`config.mk`:
```
export PLATFORM = sky130hd
export DESIGN_NAME = if_fetch
export DESIGN_NICKNAME = d
export VERILOG_FILES = /design/src/rtl/if_fetch.sv
export SDC_FILE = /design/constraint.sdc
export NUM_CORES = 1
export LEC_CHECK = 0
export ABC_AREA = 1
export CAP_MARGIN = 20
export CORE_MARGIN = 10
export CORE_UTILIZATION = 47
export DETAILED_ROUTE_END_ITERATION = 7
export HOLD_SLACK_MARGIN = 0.06
export MAX_ROUTING_LAYER = met4
export PLACE_DENSITY = 0.85
export SYNTH_ARGS = -nofsm -noshare
export SYNTH_HDL_FRONTEND = slang
export SYNTH_SLANG_ARGS = --single-unit
export TNS_END_PERCENT = 100
```
`constraint.sdc`:
```
create_clock -name clk -period 4.1 [get_ports clk]
set_input_delay 0.615 -clock clk [delete_from_list [all_inputs] [get_ports clk]]
set_output_delay 0.615 -clock clk [all_outputs]
set_load 0.05 [all_outputs]
```
`src/rtl/if_fetch.sv`:
```
// -----------------------------------------------------------------------------
// if_fetch
//
// Instruction-fetch stage of the single-issue core. Holds the program counter,
// fetches one instruction word per instruction through a req/ack handshake
// with timeout-and-retry, hands the word to decode with a one-cycle
// IF_kick_up token, then waits for the retire token (WB_kick_up) before
// stepping the PC sequentially or to the resolved branch target. Only one
// instruction is ever in flight.
//
// Parameters:
//   RESET_PC       PC loaded on reset.
//   FETCH_TIMEOUT  FETCH cycles without ack before a retry (2..255).
//
// Ports:
//   clk            clock, all state updates on posedge
//   reset          synchronous active-high reset
//   imem_req       fetch request, high only in FETCH
//   imem_addr      fetch address, always equal to pc
//   imem_ack       memory presents valid imem_rdata this cycle
//   imem_rdata     fetched instruction word
//   instruction    registered instruction word for decode
//   pc             address of the instruction being fetched or held
//   IF_kick_up     one-cycle token: instruction is new and valid
//   WB_kick_up     retire token from the last stage
//   branch_taken   sampled with WB_kick_up, selects branch_target
//   branch_target  next PC when branch_taken
//   fetch_fault    sticky misaligned-PC fault
//
// Configuration macro:
//   IF_MISALIGN_TRAP_EN  when defined, a misaligned next PC halts the stage
//                        and raises fetch_fault; when undefined the next PC
//                        is force-aligned and fetch_fault is tied low.
// -----------------------------------------------------------------------------
module if_fetch #(
  parameter logic [31:0] RESET_PC      = 32'h0000_0000,
  parameter int unsigned FETCH_TIMEOUT = 16
) (
  input  logic        clk,
  input  logic        reset,
  output logic        imem_req,
  output logic [31:0] imem_addr,
  input  logic        imem_ack,
  input  logic [31:0] imem_rdata,
  output logic [31:0] instruction,
  output logic [31:0] pc,
  output logic        IF_kick_up,
  input  logic        WB_kick_up,
  input  logic        branch_taken,
  input  logic [31:0] branch_target,
  output logic        fetch_fault
);

  typedef enum logic [2:0] {
    IDLE  = 3'd0,
    FETCH = 3'd1,
    RETRY = 3'd2,
    ISSUE = 3'd3,
    WAIT  = 3'd4,
    HALT  = 3'd5
  } state_t;

  localparam logic [7:0] TIMEOUT_LAST = 8'(FETCH_TIMEOUT - 1);

  state_t      state;
  logic [7:0]  timeout_cnt;
  logic [31:0] next_pc;

  // Candidate PC for the WAIT exit; the +4 wraps naturally modulo 2^32.
  assign next_pc = branch_taken ? branch_target : (pc + 32'd4);

  // The request is a pure decode of the state register, so a reset always
  // drops it on the same edge the state returns to IDLE.
  assign imem_req  = (state == FETCH);
  assign imem_addr = pc;

`ifdef IF_MISALIGN_TRAP_EN
  logic fault_q;
  assign fetch_fault = fault_q;
`else
  assign fetch_fault = 1'b0;
`endif

  // Main fetch sequencer. IF_kick_up is registered and raised on the edge
  // that accepts the ack, so it is high exactly during the ISSUE cycle.
  // An ack that lands on the last timeout cycle is still accepted because
  // the ack test comes first.
  always_ff @(posedge clk) begin
    if (reset) begin
      state       <= IDLE;
      pc          <= RESET_PC;
      instruction <= 32'h0000_0000;
      IF_kick_up  <= 1'b0;
      timeout_cnt <= 8'd0;
`ifdef IF_MISALIGN_TRAP_EN
      fault_q     <= 1'b0;
`endif
    end else begin
      IF_kick_up <= 1'b0;
      case (state)
        IDLE: begin
          state <= FETCH;
        end

        FETCH: begin
          if (imem_ack) begin
            instruction <= imem_rdata;
            timeout_cnt <= 8'd0;
            IF_kick_up  <= 1'b1;
            state       <= ISSUE;
          end else if (timeout_cnt == TIMEOUT_LAST) begin
            timeout_cnt <= 8'd0;
            state       <= RETRY;
          end else begin
            timeout_cnt <= timeout_cnt + 8'd1;
          end
        end

        // One idle cycle with the request dropped; a late ack is discarded.
        RETRY: begin
          state <= FETCH;
        end

        ISSUE: begin
          state <= WAIT;
        end

        WAIT: begin
          if (WB_kick_up) begin
`ifdef IF_MISALIGN_TRAP_EN
            pc <= next_pc;
            if (next_pc[1:0] != 2'b00) begin
              fault_q <= 1'b1;
              state   <= HALT;
            end else begin
              state <= FETCH;
            end
`else
            pc    <= {next_pc[31:2], 2'b00};
            state <= FETCH;
`endif
          end
        end

        // Parked until reset; every output holds its value.
        HALT: begin
          state <= HALT;
        end

        default: begin
          state <= IDLE;
        end
      endcase
    end
  end

endmodule

```
==> reports/metrics.csv, run 1 <==
stage,metric,value,unit
status,result_of_the_run,"complete, no violations",
clocking,clk_root_buffer_cell,clkbuf_8,
die,start_util,0.4806,
synthesis,post_synth_top_area_cell,dfxtp_1,
critical_path,worstSetupStartpoint,state[2]$_SDFFE_PP0P_,
critical_path,endpoint,imem_req,
layout,design_area_final,5809,sq um
route,topRoutingLayerUsed,met4,
die,floorplan.core_area,8721,sq um
sta,maxSlewHeadroom,0.3643,
placement,dpl.hpwl,9830,um
layout,finalNonFillerCells,881,
synthesis,synth_top_cell_area_share,0.3534,
route,wl,13020,um
critical_path,crit_slowest_cell,clkdlybuf4s50_1,
die,top_level_ports,168,
clocking,cts-hold-fix-buffers,0,
critical_path,worst_r2r_startpoint,state[2]$_SDFFE_PP0P_,
critical_path,crit-reg2reg-capture,instruction[5]$_SDFFE_PP0P_,
critical_path,worst_setup_path_start_kind,flop,
placement,placed_cells,865,
layout,layout.nets,839,
route,route.vias.total,4539,
sta,clock.fmax,0.3609,GHz
layout,layout-area-overhead-vs-synth,38.60,%
route,drc,0,
clocking,post_cts_resized,0,
route,dr_vias_cell,5.152,
clocking,ctsLongestPathBuffers,2,
die,die_y,114.4,um
sta,setup_viol_count_final,0,
placement,portBuffers,160,
critical_path,worst_ep_arrival_time,2.16,ns
sta,post_layout_minimum_cycle_time,2.771,ns
route,dr.pass1.iters,5,
die,die-area,13100,sq um
synthesis,post_synth_most_frequent_cells,"nand2_1, nor2_1, dfxtp_1",
power,total_power,1861,uW
synthesis,asyncSetResetFlopFracSynth,0,
sta,finalHoldViolations,0,
placement,placed_cell_area,5592,sq um
critical_path,worstPathCellList,nor2_2 -> nand2_1 -> inv_1 -> clkdlybuf4s50_1,
layout,post_route_cells_drive_above_1_share,0.07503,
grt,grtUsageTotal,0.1977,
placement,finalWeightedCongestion,0.9363,
synthesis,synth_top_cells_by_area,"dfxtp_1, nand2_1, nor2_1",
route,wl_met1,5087,um
synthesis,ys_seq_area_frac,0.3534,
route,antenna_violating_nets_post_route,0,
critical_path,critical_path_peak_fanout,11,
clocking,postCtsSetupBuffers,0,
grt,grt_pass1_vias,4444,
synthesis,synth_edf_count,0,
sta,final.setup.tns,0,ns
grt,antenna_found_initial,0,
synthesis,ys_ff_latch,74,
synthesis,post_synth.cell_area_avg,6.448,sq um
synthesis,mappedNetlistArea,4192,sq um
sta,setup_ws,1.329,ns
grt,grt_pass1_wl,21190,um
clocking,cts-buffers-inserted,9,
power,cellLeakagePower,0.002122,uW
sta,timing.clock.skew,0.01038,ns
route,met3_length,1358,um
synthesis,ys_warn_count,0,
clocking,worst_skew_pair.late_latency,0.33,ns
sta,drv_slew,0,
critical_path,cp_data_required_time,3.48,ns
critical_path,ff2ff_setup_slack,2.00,ns
clocking,cts.sinks,74,
critical_path,r2r_worst_path_depth,6,
critical_path,timing.setup.critical_path_class,reg -> out,
clocking,clkSlewWorstSetupHoldPaths,0.08,ns
die,die_w,114.4,um
placement,detailedPlace.worstSlack,1.383,ns
layout,diodes,0,
run,cap_violations,0,
power,max-vdd-ir-drop,0.4069,mV
grt,globalRouteOverflowTotal,0,
critical_path,slowest_delay,0.84,ns
route,detailedRoute.firstIterationViolations,235,
die,core_rows,34,
route,met2RoutedLength,6408,um
clocking,cts-htree-levels,3,
sta,fin_crit_sh,0.6758,
route,detail_route.wl_per_cell,14.78,um
clocking,cts_tree,done,
synthesis,yosys.cell_count.top_type,nand2_1,
synthesis,synthCells,650,
synthesis,netlist-cell-type-count,34,
grt,grt_start_max_net_pins,39,
power,cell_pwr_density,320.3,nW/um^2
sta,rsz_0062_raised_after_global_routing,no,
sta,max_slew.worst_pin.slew,0.9526,ns
min_path,worst_min_delay_path_category,reg -> reg,
critical_path,end_kind,primary output,
synthesis,synth_ff_type,dfxtp_1,
flip-flops by register name (all words and copies together) (netlist names):
| name | flops |
|---|---|
| instruction | 32 |
| IF_kick_up | 1 |
| state | 3 |
| timeout_cnt | 8 |
| imem_addr | 30 |
cell families after synthesis:
group | after synthesis | share of synthesized area
simple gates | 353 | 0.3624
buf+inv | 106 | 0.1322
fa+ha+maj | 2 | 0.005969
other cells | 1 | 0.0008947
flops | 74 | 0.3534
compound gates | 114 | 0.1451
area by class of cell:
| class | count | area [sq um] |
|---|---|---|
| Clock inverter | 7 | 93.84 |
| Sequential cell | 74 | 1481 |
| Multi-Input combinational cell | 474 | 2171 |
| Tap cell | 108 | 135.1 |
| Clock buffer | 9 | 123.9 |
| Fill cell | 764 | 2912 |
| Inverter | 44 | 165.2 |
| Timing Repair Buffer | 165 | 1639 |
through the flow:
step / util / hold WS, ns
2_1_floorplan: - / 0.4521
3_5_place_dp: 0.6412 / 0.4832
6_report: 0.6661 / 0.4948
3_3_place_gp: 0.6412 / 0.4632
5_1_grt: 0.6661 / 0.5191
4_1_cts: 0.6661 / 0.4947
metal layers:
layer,vias to the layer above,track usage
met5,-,-
met2,214,0.3330
met4,0,0.05180
met1,2038,0.2211
met3,20,0.06237
li1,2267,-
worst max-delay path: cells and delay by family, from the launching register on:
kind	cells	cell delay, ns
buffers and inverters	2	1.05
flip-flops	1	0.36
AND/OR/NAND/NOR	2	0.42
worst min path at each step:
| stage | from | end | slack (ns) | cells after the start |
|---|---|---|---|---|
| 3_5_place_dp | timeout_cnt[7]$_SDFFE_PP0P_ | timeout_cnt[7]$_SDFFE_PP0P_ | 0.48 | 2 |
| 5_1_grt | timeout_cnt[7]$_SDFFE_PP0P_ | timeout_cnt[7]$_SDFFE_PP0P_ | 0.52 | 2 |
| 3_3_place_gp | timeout_cnt[6]$_SDFFE_PP0P_ | timeout_cnt[6]$_SDFFE_PP0P_ | 0.46 | 2 |
| 6_report | timeout_cnt[7]$_SDFFE_PP0P_ | timeout_cnt[7]$_SDFFE_PP0P_ | 0.49 | 2 |
| 2_1_floorplan | timeout_cnt[6]$_SDFFE_PP0P_ | timeout_cnt[6]$_SDFFE_PP0P_ | 0.45 | 2 |
| 4_1_cts | timeout_cnt[7]$_SDFFE_PP0P_ | timeout_cnt[7]$_SDFFE_PP0P_ | 0.49 | 2 |
power by group:
| part | total [uW] | internal (uW) | switching (uW) |
|---|---|---|---|
| Sequential | 786 | 760 | 25.0 |
| Clock | 627 | 342 | 285 |
| Combinational | 448 | 162 | 287 |
cell usage in the layout, fill, tap and decap left out, types with 2 or more instances in the layout:
master and count:
nor2_1 128, buf_4 5, conb_1 5, nand3b_1 2, nand3_1 34, o31ai_1 3, inv_2 2, nor2_2 13
inv_1 42, a21oi_1 40, nand2_2 9, nor3_1 4, a211oi_2 2, o21ai_1 9, nand2_1 151, clkinv_2 2
bufinv_16 2, clkbuf_8 9, dfxtp_1 74, nor2_4 7, o21ai_0 55, clkinvlp_4 2, clkdlybuf4s50_1 160, ha_1 2
Power figures use the tool's default switching activity.
==> inputs of run 2 (changes only) <==
- CORE_UTILIZATION: 47 -> 44
- PLACE_DENSITY: 0.85 -> 0.8
- clock period: 4.1 -> 2.56 ns (I/O delays scaled with it)
==> run 2 against run 1 <==
Global-route usage decreased by 1.4 points. Power increased by 52%. Sequential power increased by 60%. Sequential share of layout area about the same. Count of clock-buffer cells in the layout increased by 2. Register-to-register slack got worse by 1.2 ns. Combinational power increased by 60%.
==> reports/metrics.csv, run 2 (synthesis results as in run 1) <==
stage,metric,value,unit,change
clocking,post_cts_resized,0,,unchanged
power,cellLeakagePower,0.002125,uW,+0.16%
placement,finalWeightedCongestion,0.9310,,-0.57%
route,route.vias.total,4509,,-0.66%
critical_path,slowest_delay,0.93,ns,+0.09 ns
power,cell_pwr_density,485.6,nW/um^2,+52%
route,antenna_violating_nets_post_route,0,,unchanged
die,core_rows,35,,+2.9%
status,result_of_the_run,"complete, no violations",,
grt,grt_start_max_net_pins,37,,-5.1%
critical_path,cp_data_required_time,2.18,ns,-1.30 ns
route,detailedRoute.firstIterationViolations,227,,-3.4%
grt,antenna_found_initial,0,,unchanged
die,die_w,117.6,um,+2.8%
clocking,cts-hold-fix-buffers,0,,unchanged
placement,dpl.hpwl,9784,um,-0.47%
clocking,cts-buffers-inserted,9,,unchanged
critical_path,crit_slowest_cell,clkdlybuf4s50_1,,
critical_path,critPathTopFamily,buffers and inverters,,
die,die-area,13830,sq um,+5.6%
critical_path,timing.setup.critical_path_class,reg -> out,,
layout,finalNonFillerCells,904,,+2.6%
run,cap_violations,0,,unchanged
route,detail_route.wl_per_cell,14.20,um,-4.0%
critical_path,critical_path_peak_fanout,7,,-4
layout,diodes,0,,unchanged
sta,rsz_0062_raised_after_global_routing,no,,
clocking,cts-htree-levels,3,,unchanged
sta,drv_slew,0,,unchanged
grt,globalRouteOverflowTotal,0,,unchanged
clocking,postCtsSetupBuffers,0,,unchanged
layout,layout.cells.most_common,clkdlybuf4s50_1,,
layout,register_with_the_most_flip_flops,instruction,,
clocking,cts_tree,done,,
sta,clock.fmax,0.4616,GHz,
clocking,worst_skew_pair.late_latency,0.35,ns,+0.02 ns
placement,placed_cells,889,,+2.8%
power,max-vdd-ir-drop,0.4224,mV,+3.8%
sta,maxSlewHeadroom,0.5585,,+0.1943
route,wl,12840,um,-1.4%
critical_path,end_kind,primary output,,
sta,finalHoldViolations,0,,unchanged
layout,mostFrequentLayoutCells,"clkdlybuf4s50_1, nand2_1, nor2_1",,
clocking,clkSlewWorstSetupHoldPaths,0.09,ns,about the same
min_path,worst_min_delay_path_category,reg -> reg,,
sta,fin_crit_sh,0.8462,,
placement,portBuffers,160,,unchanged
layout,layout.nets,842,,+0.36%
clocking,cts.sinks,74,,unchanged
layout,number_of_flip_flops_under_the_largest_register_name,32,,unchanged
clocking,ctsLongestPathBuffers,2,,unchanged
die,start_util,0.4536,,-0.02701
layout,layout-area-overhead-vs-synth,38.75,%,
grt,grt_pass1_vias,4287,,-3.5%
sta,setup_viol_count_final,0,,unchanged
die,die_y,117.6,um,+2.8%
route,drc,0,,unchanged
clocking,clk_root_buffer_cell,clkbuf_8,,
critical_path,worst_ep_arrival_time,1.78,ns,-0.38 ns
layout,post_route_cells_drive_above_1_share,0.07871,,+0.003677
sta,final.setup.tns,0,ns,unchanged
grt,grtUsageTotal,0.1833,,-0.01445
die,top_level_ports,168,,unchanged
sta,timing.clock.skew,0.01123,ns,+0.0008443 ns
route,dr.pass1.iters,5,,unchanged
critical_path,cp.buffers_inverters,1,,-1
route,dr_vias_cell,4.988,,-3.2%
critical_path,worstPathCellList,clkdlybuf4s50_1,,
grt,grt_pass1_wl,20990,um,-0.94%
sta,post_layout_minimum_cycle_time,2.166,ns,
critical_path,worst_setup_path_start_kind,flop,,
die,floorplan.core_area,9240,sq um,+6.0%
sta,max_slew.worst_pin.slew,0.6615,ns,-0.2911 ns
## run 2: worst paths after layout
kind / start / endpoint / slack [ns] / cells past startpoint
hold / removal: timeout_cnt[7]$_SDFFE_PP0P_ / timeout_cnt[7]$_SDFFE_PP0P_ / 0.49 / 2
setup / recovery: imem_addr[4]$_SDFFE_PP0P_ / pc[4] / 0.39 / 1
hold reg to reg: timeout_cnt[7]$_SDFFE_PP0P_ / timeout_cnt[7]$_SDFFE_PP0P_ / 0.49 / 2
setup reg to reg: state[2]$_SDFFE_PP0P_ / instruction[5]$_SDFFE_PP0P_ / 0.76 / 6
## run 2: final cells by class
| class | instances | area, sq um |
|---|---|---|
| multi-input cells | 474 | 2171 |
| inverters | 44 | 165.2 |
| flip-flops and latches | 74 | 1481 |
| well taps | 129 | 161.4 |
| fillers | 819 | 3425 |
| clock buffers | 11 | 151.4 |
| repair buffers | 168 | 1659 |
| clock inverters | 4 | 26.28 |
## run 2: through the flow
stage / util / area (sq um) / power [uW] / hold slack, ns / setup slack, ns
CTS: 0.6294 / 5816 / 2843 / 0.4925 / 0.4116
floorplan: - / 4207 / 1731 / 0.4521 / 0.7207
finish: 0.6294 / 5816 / 2824 / 0.4935 / 0.3938
global route: 0.6294 / 5816 / 2954 / 0.5053 / 0.3458
detailed placement: 0.6102 / 5638 / 2003 / 0.4820 / 0.4840
global placement: 0.6102 / 5638 / 1988 / 0.4623 / 0.5433
## run 2: where the power goes
group | total [uW] | leakage, uW | internal (uW) | switching [uW]
clock | 847 | 0.0000916 | 400 | 447
sequential | 1260 | 0.000601 | 1220 | 40.4
combinational | 718 | 0.00143 | 259 | 459
## run 2: routing by layer
layer  vias to the layer above  global-route usage  share of wire
met5                         -                   -              0
met4                         0             0.05873          0.019
met3                        20             0.06763           0.10
met2                       186              0.2923           0.47
met1                      2034              0.2089           0.41
li1                       2269                   -              -
